## config.mk

```make
export PLATFORM = sky130hd
export DESIGN_NAME = sprite_dma
export DESIGN_NICKNAME = d
export VERILOG_FILES = /design/src/rtl/sprite_dma.sv
export SDC_FILE = /design/constraint.sdc
export NUM_CORES = 1
export LEC_CHECK = 0
export BUFFER_PORTS_ARGS = -buffer_cell sky130_fd_sc_hd__buf_2
export CORE_ASPECT_RATIO = 1.5
export CORE_MARGIN = 2
export CORE_UTILIZATION = 55
export CTS_CLUSTER_DIAMETER = 60
export CTS_CLUSTER_SIZE = 25
export DETAILED_ROUTE_END_ITERATION = 10
export PLACE_DENSITY = 0.84
export SYNTH_ARGS = -nofsm -noshare
export SYNTH_HDL_FRONTEND = slang
export SYNTH_SLANG_ARGS = --single-unit
```

## constraint.sdc

```tcl
create_clock -name clk_in -period 3.2 [get_ports clk_in]
set_input_delay 0.64 -clock clk_in [delete_from_list [all_inputs] [get_ports clk_in]]
set_output_delay 0.64 -clock clk_in [all_outputs]
set_load 0.05 [all_outputs]
```

## src/rtl/sprite_dma.sv

```systemverilog
// sprite_dma: OAM sprite DMA bus initiator; optional odd-cycle alignment via SPRITE_DMA_ODD_ALIGN_EN.
// Latency: registered outputs, 1+2*XFER_LEN ce cycles (+1 when aligned); no backpressure, holds while ce_in is low.
module sprite_dma #(
   parameter logic [15:0] TRIGGER_ADDR = 16'h4014,
   parameter logic [15:0] DEST_ADDR    = 16'h2004,
   parameter int          XFER_LEN     = 256
) (
   input  logic        clk_in,
   input  logic        rst_n_in,
   input  logic        ce_in,
   input  logic [15:0] cpumc_a_in,
   input  logic [7:0]  cpumc_din_in,
   input  logic        cpumc_r_nw_in,
   input  logic [7:0]  mem_d_in,
   output logic        active_out,
   output logic [15:0] cpumc_a_out,
   output logic [7:0]  cpumc_d_out,
   output logic        cpumc_r_nw_out
);

   typedef enum logic [2:0] {S_IDLE, S_DUMMY, S_ALIGN, S_READ, S_WRITE} state_t;

   localparam logic [8:0] LEN = 9'(XFER_LEN);

   state_t      state, state_nxt;
   logic [7:0]  page, page_nxt;
   logic [8:0]  cnt, cnt_nxt, cnt_inc;
   logic        active_nxt;
   logic [15:0] a_nxt;
   logic        r_nw_nxt;
   logic        load_pend;
   logic        align_go;

`ifdef SPRITE_DMA_ODD_ALIGN_EN
   logic parity;

   always_ff @(posedge clk_in) begin
      if (!rst_n_in)
         parity <= 1'b0;
      else if (ce_in)
         parity <= ~parity;
   end

   assign align_go = parity;
`else
   assign align_go = 1'b0;
`endif

   always_comb begin
      state_nxt  = state;
      page_nxt   = page;
      cnt_nxt    = cnt;
      active_nxt = active_out;
      a_nxt      = cpumc_a_out;
      r_nw_nxt   = cpumc_r_nw_out;
      cnt_inc    = cnt + 9'd1;
      case (state)
         S_IDLE: begin
            if (!cpumc_r_nw_in && cpumc_a_in == TRIGGER_ADDR) begin
               state_nxt  = S_DUMMY;
               page_nxt   = cpumc_din_in;
               cnt_nxt    = 9'd0;
               active_nxt = 1'b1;
               a_nxt      = 16'h0000;
               r_nw_nxt   = 1'b1;
            end
         end
         S_DUMMY: begin
            r_nw_nxt = 1'b1;
            if (align_go) begin
               state_nxt = S_ALIGN;
               a_nxt     = 16'h0000;
            end else begin
               state_nxt = S_READ;
               a_nxt     = {page, cnt[7:0]};
            end
         end
         S_ALIGN: begin
            state_nxt = S_READ;
            a_nxt     = {page, cnt[7:0]};
            r_nw_nxt  = 1'b1;
         end
         S_READ: begin
            state_nxt = S_WRITE;
            a_nxt     = DEST_ADDR;
            r_nw_nxt  = 1'b0;
         end
         S_WRITE: begin
            cnt_nxt  = cnt_inc;
            r_nw_nxt = 1'b1;
            if (cnt_inc == LEN) begin
               state_nxt  = S_IDLE;
               active_nxt = 1'b0;
               a_nxt      = 16'h0000;
            end else begin
               state_nxt = S_READ;
               a_nxt     = {page, cnt_inc[7:0]};
            end
         end
         default: begin
            state_nxt  = S_IDLE;
            active_nxt = 1'b0;
            a_nxt      = 16'h0000;
            r_nw_nxt   = 1'b1;
         end
      endcase
   end

   // Read data arrives one clk after the read cycle ends, so it is captured
   // on the first (non-ce) clk of the write phase and held until the next ce.
   always_ff @(posedge clk_in) begin
      if (!rst_n_in) begin
         state          <= S_IDLE;
         page           <= 8'h00;
         cnt            <= 9'd0;
         active_out     <= 1'b0;
         cpumc_a_out    <= 16'h0000;
         cpumc_d_out    <= 8'h00;
         cpumc_r_nw_out <= 1'b1;
         load_pend      <= 1'b0;
      end else if (ce_in) begin
         state          <= state_nxt;
         page           <= page_nxt;
         cnt            <= cnt_nxt;
         active_out     <= active_nxt;
         cpumc_a_out    <= a_nxt;
         cpumc_r_nw_out <= r_nw_nxt;
         load_pend      <= (state == S_READ);
         if (state_nxt == S_IDLE)
            cpumc_d_out <= 8'h00;
      end else if (load_pend) begin
         cpumc_d_out <= mem_d_in;
         load_pend   <= 1'b0;
      end
   end

endmodule

```

== Word-level counts from Yosys, hierarchy flattened ==
Cells that the tools add are included.
Word-level totals
  register bits after elaboration: 47
  input port bits: 36
  word-level logic and storage cells: 48
Cells by class
  add/sub/neg operators: 1
  equal/unequal tests: 9
  mux-type cells: 15
  bitwise logic cells: 1
  reduce and logical (&&, ||, !) cells: 14
Operators by type and width (number)
  16-bit case mux with 4 select lines: 1
  16-bit 2-to-1 mux: 2
  8-bit 2-to-1 mux: 3
  9-bit case mux with 2 select lines: 1
  16-bit by 15-bit == test with 1-bit output, second input constant: 1
  3-bit case mux with 4 select lines: 1
  9-bit by 1-bit adder with 9-bit output, second input constant: 1
  9-bit == test, second input constant: 1
  9-bit 2-to-1 mux: 1
  3-bit by 2-bit == test with 1-bit output, second input constant: 2
  3-bit zero test: 2
  2-bit AND reduction: 3
  3-bit AND reduction: 2
  2-bit != test, second input constant: 2
  4-bit AND reduction: 1
  2-bit nonzero test: 2
  3-bit by 1-bit == test with 1-bit output, second input constant: 1
  3-bit == test, second input constant: 1
  3-bit 2-to-1 mux: 1
  1-bit case mux with 3 select lines: 1
  3-bit OR reduction: 1
  1-bit 2-to-1 mux: 2
  2-bit 2-to-1 mux: 1
  2-bit by 1-bit != test with 1-bit output, second input constant: 1
  5 further kinds: 5

== Logic depth before layout (Yosys ltp) ==
  depth in word-level cells: 7
  depth in mapped cells: 7
  gate-level depth less buffers: 7

== Worst setup path before layout ==
OpenSTA, ideal clock, no wires.
  path type: register -> register
  from: register cnt[0]
  to: register cpumc_a_out[13]
  library setup time: 122 ps
  data arrival time: 1989 ps
  slack: 1090 ps
  stages on the path, launching flop included: 8
  clock period less this slack: 2110 ps
  cell sequence: dfxtp_1 ha_1 nand3_1 xnor2_1 a2bb2oi_1 a211oi_4 nor2_4 a221o_1
Between the ends
  word-level cells in the longest chain between the ends: 4
RTL lines
  start, declared: RTL line 27  | logic [8:0] cnt, cnt_nxt, cnt_inc;
  start signal, assigned: RTL line 124  | cnt <= cnt_nxt;
  9-bit by 1-bit adder with 9-bit output: RTL line 56  | cnt_inc = cnt + 9'd1;
  9-bit == test: RTL line 91  | if (cnt_inc == LEN) begin
  16-bit 2-to-1 mux: RTL line 91
  16-bit case mux with 4 select lines: RTL line 57  | case (state)
  end signal, assigned: RTL line 126  | cpumc_a_out <= a_nxt;
  end, declared: RTL line 16  | output logic [15:0] cpumc_a_out,
No other way between the ends.
A chain may end at the register's enable or synchronous reset.

== Worst setup path in the final report ==
  from: register cnt[0]
  to: register cpumc_d_out[6]
Between the ends
  word-level cells in the longest chain between the ends: 7
RTL lines
  9-bit by 1-bit adder with 9-bit output: RTL line 56
  9-bit == test: RTL line 91
  2-bit 2-to-1 mux: RTL line 91
  3-bit case mux with 4 select lines: RTL line 57
  3-bit zero test: RTL line 129  | if (state_nxt == S_IDLE)
  2-bit by 1-bit != test with 1-bit output (no source line)
  2-bit AND reduction (no source line)
  end signal, assigned: RTL line 132  | cpumc_d_out <= mem_d_in;
  end, declared: RTL line 17  | output logic [7:0] cpumc_d_out,
No other way between the ends.

==> key figures <==
Clock network
  • Clock root cell: clkbuf_8
  • Clk slew on worst S/H paths: 0.08 ns
  • # H-tree levels: 2
  • Clock sink count: 47
  • Clk buf depth: 2
  • Worst-Skew Late Latency: 0.30 ns
  • CTS Hold Bufs: 0
  • Post-CTS Setup Inserts: 0
  • Post-CTS Resized: 0
  • CTS tree: built
  • CTS buffer count: 5

Logic synthesis
  • Sequential fraction of the synthesis area: 42.46%
  • Area share of the largest cell type after synthesis: 42.46%
  • Mean Syn Cell Area: 8.971 sq um
  • Yosys Warn Count: 0
  • Simple-gate share of the synthesized area: 17.33%
  • Yosys top cell by area: dfxtp_1
  • Complex-gate fraction of the synthesized area: 27.78%
  • EDFF count, synth: 0
  • Ranking of synthesized cells by area: dfxtp_1 42%, nor2_1 4.4%, o21ai_0 4.3%, mux2i_1 4.1%, a22o_1 3.2%
  • Syn_nets: 284
  • Synth Register Bits: 47
  • Synth unique cells: 55
  • Largest family of logic cells by synthesized area: compound AO/OA/AOI/OAI gates
  • Mux cell area share after synthesis: 4.065%
  • Post-synthesis cell area: 2216 sq um
  • Mapped Cells: 247
  • Synth Flop Type: dfxtp_1
  • Synth async-reset ratio: 0%
  • Xor/xnor cell area share of the yosys netlist: 1.976%
  • Synthesized-area fraction occupied by adder cells: 0.5647%

Place
  • Placed Area: 2505 sq um
  • Hpwl dp: 3949 um
  • I/O Buffers: 61
  • Final GP Congestion: 0.8044
  • Dpl cells: 342

Min path
  • Hold WC Path Type: reg -> reg
  • Hold Path Depth: 2

Timing
  • Crit share post-route: 80.09%
  • Worst relative slew slack: 55.64%
  • Maximum clock rate: 0.3902 GHz
  • Crit path time final: 2.563 ns
  • Slew @ Worst Pin: 0.6610 ns
  • Hold Vio Cnt, Final: 0
  • Max-slew violations: 0
  • Skew final: 0.002109 ns
  • Final Hold Slack: 0.4591 ns
  • Setup TNS: 0 ns
  • RSZ-0062 raised after global routing: no
  • Final setup viols: 0

Global route
  • Remaining Overflow, GRT: 0
  • Initial antenna violation count: 0
  • Vias in the first global route: 2066
  • Gr usage total: 24.82%
  • Largest net degree at the start of global routing: 20
  • First-pass GRT wire length: 9045 um

Route
  • Post-route ant nets: 0
  • Via density: 6.066
  • Starting DRT DRC Count: 74
  • Vias: 2123
  • DRT Pass-1 Iters: 4
  • Residual DRC count: 0
  • Average wire per standard cell: 15.40 um
  • Drt total wl: 5389 um

Pwr
  • Part of the power in registers: 57.4%
  • Leak pwr: 1.101 nW
  • Switching share of power: 21.38%
  • NetSw: 0.2175 mW
  • IR drop worst, VDD: 0.0004110 V
  • Clock group share of total power: 38.5%
  • Comb power frac: 4.1%
  • P per Cell Area: 390.0 nW/um^2
  • Internal: 0.7999 mW

Setup path
  • Startpoint types: flip-flop
  • CP max stage cell: dfxtp_1
  • Critical Path RT: 3.45 ns
  • Critical Path Max Stage Delay: 0.50 ns
  • WP depth: 7
  • Crit end category: flip-flop
  • CP Class: reg -> reg
  • Worst-case reg-to-reg path depth: 7
  • CP arrival: 2.82 ns
  • Peak fanout along the critical path: 8
  • Critical path buffer and inverter count: 0
  • CP cell instances: ha_1 -> nand3_1 -> xnor2_1 -> a2bb2oi_1 -> a211oi_4 -> a21oi_2 -> a22o_1
  • Crit path max-delay family: compound AO/OA/AOI/OAI gates

Finish
  • Layout cells sized above 1: 28.85%
  • Final instance area: 2609 sq um
  • Fin nets: 341
  • Area Growth Syn to Fin: 17.73%
  • Layout Cells excl Fill: 350
  • Antenna cells: 0

Run
  • Max cap viols: 0

Die
  • Num ports: 62
  • Die height: 81.74 um
  • Die X: 55.83 um
  • Initial Util: 56.47%
  • Core area: 3924 sq um
  • Core Rows: 28
  • DIE AREA: 4563 sq um

Outcome
  • Status: finished, final reports clean
[per-stage QoR]
step                      utilization, %  setup WS [ns]  power, mW
final                              66.49         0.6370      1.017
after detailed placement           63.84         0.7179     0.6398
after CTS                          66.49         0.6958      1.023
after global routing               66.49         0.4371      1.054
after global placement             63.84         0.7696     0.6385
after floorplan                        -          1.090     0.6149
[cells by family after synthesis]
family	Yosys count
buf+inv	23
mux	9
simple gates	79
xor+xnor	5
compound gates	83
fa+ha+maj	1
flops	47
[synthesized netlist by cell type, types with 4 or more instances]
cell,n
a31oi_1,6
clkbuf_1,6
a21oi_1,12
nand3_1,11
dfxtp_1,47
o21ai_0,19
nand2_1,16
inv_1,8
nor3_1,6
a22o_2,7
buf_6,4
xnor2_1,4
nor2_1,26
a22o_1,8
mux2i_1,9
[worst paths after layout]
path	slack (ns)	startpoint	end
max	0.64	cnt[0]	cpumc_d_out[6]
min	0.46	active_out	active_out
max reg2reg	0.64	cnt[0]	cpumc_d_out[6]
min reg2reg	0.46	active_out	active_out
[cell usage in the layout (no fill, tap or decap), types with 3 or more instances in the layout]
cell / Yosys / final
buf_2: 1 / 61
dfxtp_1: 47 / 47
nor2_1: 26 / 26
o21ai_0: 19 / 19
nand2_1: 16 / 16
a21oi_1: 12 / 12
nand3_1: 11 / 11
mux2i_1: 9 / 9
inv_1: 8 / 8
a22o_1: 8 / 8
a22o_2: 7 / 7
clkbuf_8: 0 / 7
nor3_1: 6 / 6
a31oi_1: 6 / 6
xnor2_1: 4 / 4
nand2b_1: 3 / 3
o31ai_1: 3 / 3
a22oi_1: 3 / 3
o2bb2ai_1: 3 / 3
buf_4: 3 / 3
[registers in the layout, summed over array words and instances, names as in the netlist]
signal / flops
active_out: 1
cnt: 9
cpumc_a_out: 16
cpumc_d_out: 8
cpumc_r_nw_out: 1
load_pend: 1
page: 8
state: 3
[area by class of cell]
type	instances	area (sq um)
multi-input combinational	177	1146
sequential	47	940.9
tap	45	56.30
clock inverter	1	7.507
timing repair buffer	64	327.8
clock buffer	7	96.34
inverter	9	33.78
fill	352	1315
[routing by layer]
metal	track usage (%)	part of all wire (%)
met5	0	0
met4	11.19	2.1
met2	46.55	53
met3	5.197	6.1
met1	26.81	39
[tightest hold or removal path, stage by stage (launching register included)]
cell	delay, ns
dfxtp_1	0.31
inv_1	0.05
a211oi_1	0.06
[power by group through the flow]
stage / Clock [mW] / Sequential (mW) / Combinational, mW
2_1_floorplan: 0 / 0.598 / 0.0169
3_3_place_gp: 0 / 0.598 / 0.0405
3_5_place_dp: 0 / 0.598 / 0.0418
4_1_cts: 0.397 / 0.584 / 0.0417
5_1_grt: 0.423 / 0.584 / 0.0467
6_report: 0.391 / 0.584 / 0.0418
Power figures use the tool's default switching activity.
